`config.mk`:
```
export PLATFORM = sky130hd
export DESIGN_NAME = rnd_hex_display
export DESIGN_NICKNAME = d
export VERILOG_FILES = /design/src/rtl/rnd_hex_display.sv
export SDC_FILE = /design/constraint.sdc
export NUM_CORES = 1
export LEC_CHECK = 0
export CORE_MARGIN = 5
export CORE_UTILIZATION = 45
export CTS_BUF_LIST = sky130_fd_sc_hd__clkbuf_4 sky130_fd_sc_hd__clkbuf_8
export DETAILED_ROUTE_END_ITERATION = 8
export PLACE_DENSITY = 0.77
export SLEW_MARGIN = 10
export SYNTH_ARGS = -nofsm -noshare
export SYNTH_HDL_FRONTEND = slang
export SYNTH_SLANG_ARGS = --single-unit
```
`constraint.sdc`:
```
create_clock -name clk -period 2.15 [get_ports clk]
set_input_delay 0.43 -clock clk [delete_from_list [all_inputs] [get_ports clk]]
set_output_delay 0.43 -clock clk [all_outputs]
set_load 0.05 [all_outputs]
```
`src/rtl/rnd_hex_display.sv`:
```
// rnd_hex_display
//   Samples a 16-bit pseudo-random word into a hold register. A sample is
//   taken every SAMPLE_DIV cycles unless i_freeze is high, and on every
//   rising edge of i_capture. The held value is shown as four hex digits on
//   a time-multiplexed, common-anode 7-segment display.
//
// Ports
//   clk          system clock
//   rst_n        asynchronous active-low reset
//   i_data       random word from the generator (sampled only)
//   i_capture    synchronous request; each 0->1 edge forces one sample
//   i_freeze     level; suppresses automatic samples while high
//   o_seg        segments, active-low, bit0=a .. bit6=g
//   o_dig        digit enables, active-low, bit0 = rightmost digit
//   o_value      currently held value
//   o_sample_stb one-cycle pulse in the cycle after the hold register loads
module rnd_hex_display #(
    parameter int SCAN_DIV   = 50000,
    parameter int SAMPLE_DIV = 25000000
) (
    input  logic        clk,
    input  logic        rst_n,
    input  logic [15:0] i_data,
    input  logic        i_capture,
    input  logic        i_freeze,
    output logic [6:0]  o_seg,
    output logic [3:0]  o_dig,
    output logic [15:0] o_value,
    output logic        o_sample_stb
);

    localparam int SW = $clog2(SAMPLE_DIV);
    // SCAN_DIV may be 1, so keep the scan counter at least one bit wide.
    localparam int DW = (SCAN_DIV > 1) ? $clog2(SCAN_DIV) : 1;
    localparam logic [SW-1:0] SMAX = SW'(SAMPLE_DIV - 1);
    localparam logic [DW-1:0] DMAX = DW'(SCAN_DIV - 1);

    logic [15:0]   value_q, value_d;
    logic [SW-1:0] scnt_q,  scnt_d;
    logic          cap_q,   cap_d;
    logic          stb_q,   stb_d;
    logic [DW-1:0] dcnt_q,  dcnt_d;
    logic [1:0]    idx_q,   idx_d;
    logic [6:0]    seg_q,   seg_d;
    logic [3:0]    dig_q,   dig_d;

    logic rise, swrap, dwrap, load;

    // Active-high gfedcba encoding of one hex digit.
    function automatic logic [6:0] enc(input logic [3:0] n);
        case (n)
            4'h0: enc = 7'h3F;
            4'h1: enc = 7'h06;
            4'h2: enc = 7'h5B;
            4'h3: enc = 7'h4F;
            4'h4: enc = 7'h66;
            4'h5: enc = 7'h6D;
            4'h6: enc = 7'h7D;
            4'h7: enc = 7'h07;
            4'h8: enc = 7'h7F;
            4'h9: enc = 7'h6F;
            4'hA: enc = 7'h77;
            4'hB: enc = 7'h7C;
            4'hC: enc = 7'h39;
            4'hD: enc = 7'h5E;
            4'hE: enc = 7'h79;
            default: enc = 7'h71;
        endcase
    endfunction

    always_comb begin
        rise  = i_capture & ~cap_q;
        swrap = (scnt_q == SMAX);
        // A capture coinciding with the wrap still produces a single load.
        load  = rise | (swrap & ~i_freeze);

        value_d = load ? i_data : value_q;
        // The counter keeps running under freeze; a capture restarts it.
        scnt_d  = (rise | swrap) ? '0 : scnt_q + 1'b1;
        cap_d   = i_capture;
        stb_d   = load;

        dwrap  = (dcnt_q == DMAX);
        dcnt_d = dwrap ? '0 : dcnt_q + 1'b1;
        idx_d  = dwrap ? idx_q + 2'd1 : idx_q;

        // Display register follows the current idx/value, one cycle behind.
        dig_d = ~(4'b0001 << idx_q);
        seg_d = ~enc(value_q[{idx_q, 2'b00} +: 4]);
    end

    always_ff @(posedge clk or negedge rst_n) begin
        if (!rst_n) begin
            value_q <= '0;
            scnt_q  <= '0;
            cap_q   <= 1'b0;
            stb_q   <= 1'b0;
            dcnt_q  <= '0;
            idx_q   <= '0;
            seg_q   <= 7'h7F;
            dig_q   <= 4'hF;
        end else begin
            value_q <= value_d;
            scnt_q  <= scnt_d;
            cap_q   <= cap_d;
            stb_q   <= stb_d;
            dcnt_q  <= dcnt_d;
            idx_q   <= idx_d;
            seg_q   <= seg_d;
            dig_q   <= dig_d;
        end
    end

    assign o_seg        = seg_q;
    assign o_dig        = dig_q;
    assign o_value      = value_q;
    assign o_sample_stb = stb_q;

endmodule

```
==> impl_metrics.tcl <==
set metrics [dict create \
    final_layout_size_suffix_gt1_frac 0.196 \
    maxCapViolations 0 \
    post-route-cell-area_sq_mm 0.00437 \
    pwr_density_cell_mw_per_mm2 834 \
    status "finished, final reports clean" \
    synth_warnings 0 \
    die_h_microns 97.7 \
    critical_path.max_stage_delay_ps 800 \
    max-slew-margin-rel 0.594 \
    static_leak_nw 1.83 \
    min_path_type "in2async" \
    worstSkewPairLatency_ps 340 \
    routed_wire_length_per_instance_microns 14.7 \
    number_of_buffers_created_by_cts 9 \
    count_of_vias_placed_by_the_detailed_router 2491 \
    drtIter0Drc 123 \
    placement.setup.worst_slack_ps 152 \
    final.hold.worst_slack_ps 99.6 \
    ys_top_cells_by_area "dfrtp_1, dfstp_2, mux2_2, ha_1, xnor2_1" \
    coreArea_sq_mm 0.00761 \
    design.die.area_sq_mm 0.00954 \
    detailed_place.area_sq_mm 0.00412 \
    number_of_antenna_violations_at_the_first_check_in_global_routing 0 \
    synth.avg_cell_area_sq_um 11.6 \
    timing.fmax_mhz 475 \
    critical_path.max_fanout 1 \
    dieWidth_microns 97.7 \
    synth-main-ff-cell "dfrtp_1" \
    finalHoldViolations 0 \
    period_minus_slack_ps 2100 \
    vdd_drop_max_uv 373 \
    timing.final.max_slew_violations 0 \
    placed_cells_incl_taps 452 \
    diodes 0 \
    setup.worst_path.end_class "output pin" \
    rsz_0062_raised_after_global_routing "no" \
    holdBufCountCts 0 \
    max_slew.worst_pin.slew_ps 603 \
    num-fill-cells 626 \
    synth-seq-cells 72 \
    worstPathBufferInverterCount 1 \
    core.rowCount 32 \
    setup_tns_ps 0 \
    cts-root-buf "clkbuf_8" \
    first_global_vias 2551 \
    post_cts_resized 0 \
    synthCells 299 \
    asyncSetResetFlopFracSynth 1.00 \
    worst_path_max_delay_cell "clkdlybuf4s50_1" \
    start_util 0.455 \
    firstDrtPassIters 4 \
    synth.largest_area_cell "dfrtp_1" \
    final_cells 470 \
    clkSinkCount 72 \
    globalRouteOverflowTotal 0 \
    drt_drc_violations_left 0 \
    cp_cell_sequence "clkdlybuf4s50_1" \
    tritoncts "built" \
    drt-vias-per-instance 5.30 \
    finalWeightedCongestion 0.854 \
    worst_setup_hold_path_clk_slew_ps 70 \
    synth-seq-area-share 0.525 \
    synth.lib_cells_used.distinct 42 \
    ctsHtreeMaxLevel 3 \
    path_delay_family "buffers and inverters" \
    critPathArrivalTime_ps 1670 \
    maximum_number_of_pins_on_one_net_before_global_route_repair 73 \
    io-pin-count 48 \
    synth-edff-count 0 \
    drt_wl_total_microns 6930 \
    yosys-top-cells-count "dfrtp_1, nor2_1, mux2_2, nand3_1, inv_1" \
    cp_data_required_time_ps 1720 \
    crit_type "reg2out" \
    yosysTopAreaCellShare 0.441 \
    ant_nets 0 \
    crit_path_start_kind "flip-flop" \
    syn_area_sq_mm 0.00346 \
    fin_skew_ps 5.07 \
    report.final.setup_viol 0 \
    min_period_over_period 0.978 \
    nets 395 \
    clk_path_buf_depth 2 \
    mappedNetlistNets 331 \
    place.detailed.hpwl_microns 4810 \
    finalWorstSetupSlack_ps 46.9 \
    synth_most_common_cell "dfrtp_1" \
    post-cts-setup-buffer-count 0 \
    area_delta_synth_final_pct 26.2 \
    global_route.usage.total 0.153 \
    grt_pass1_wl_microns 11900 \
    place.port_buffers 47 \
]
==> metal layers <==
layer,vias to the layer above,global-route usage,routed length [microns]
li1,1205,-,-
met1,1226,0.195,3170
met2,47,0.246,3400
met3,13,0.0366,255
met4,0,0.0692,100
met5,-,0,0
==> kinds of logic after synthesis <==
logic type               Yosys count  share of synthesized area
adder cells (fa/ha/maj)           12                     0.0434
XOR/XNOR                          26                     0.0658
AO/OA/AOI/OAI                     31                     0.0578
multiplexers                      26                     0.0998
flip-flops                        72                      0.525
AND/OR/NAND/NOR                  109                      0.179
buffers and inverters             23                     0.0300
==> where the power goes <==
group	internal, W	leakage (nW)	switching (W)
registers	0.00149	0.908	0.0000860
logic	0.000327	0.800	0.000490
clock network	0.000762	0.123	0.000493
==> sequential cells by signal, indices dropped and copies added, names as in the netlist <==
| name | cells |
|---|---|
| o_seg | 7 |
| o_value | 16 |
| o_sample_stb | 1 |
| idx_q | 2 |
| cap_q | 1 |
| scnt_q | 25 |
| dcnt_q | 16 |
| o_dig | 4 |
==> placed cells by master (no fill, tap or decap), types with 9 or more instances in the layout <==
cell type         n
a21oi_1          12
buf_4            11
clkbuf_8          9
clkdlybuf4s50_1  46
dfrtp_1          61
dfstp_2          11
ha_1             12
inv_1            16
mux2_2           18
nand2_1          14
nand3_1          18
nand4_1           9
nor2_1           25
xnor2_1          14
xor2_1           12
==> worst paths after layout <==
path	startpoint	endpoint	slack (ps)	cells past startpoint
setup / recovery	o_seg[6]	o_seg[6]	50	1
hold / removal	rst_n	scnt_q[18]	100	2
setup reg to reg	scnt_q[1]	o_value[9]	140	6
hold reg to reg	dcnt_q[15]	dcnt_q[15]	470	1
max in group asynchronous	rst_n	o_dig[0]	1710	2
min in group clk	dcnt_q[15]	dcnt_q[15]	470	1
==> stage by stage <==
| step | utilization | total power, W |
|---|---|---|
| after floorplan | - | 0.00209 |
| after global placement | 0.541 | 0.00237 |
| after detailed placement | 0.541 | 0.00239 |
| after CTS | 0.572 | 0.00365 |
| after global routing | 0.574 | 0.00379 |
| final | 0.574 | 0.00364 |
==> cell type report <==
| type | instances | area, sq um | area share |
|---|---|---|---|
| Clock inverter | 7 | 110 | 0.0252 |
| Timing Repair Buffer | 60 | 588 | 0.135 |
| Tap cell | 102 | 128 | 0.0292 |
| Clock buffer | 9 | 124 | 0.0284 |
| Multi-Input combinational cell | 204 | 1540 | 0.353 |
| Sequential cell | 72 | 1820 | 0.416 |
| Inverter | 16 | 60.1 | 0.0138 |
No activity file was read; power rests on OpenSTA's default activity.
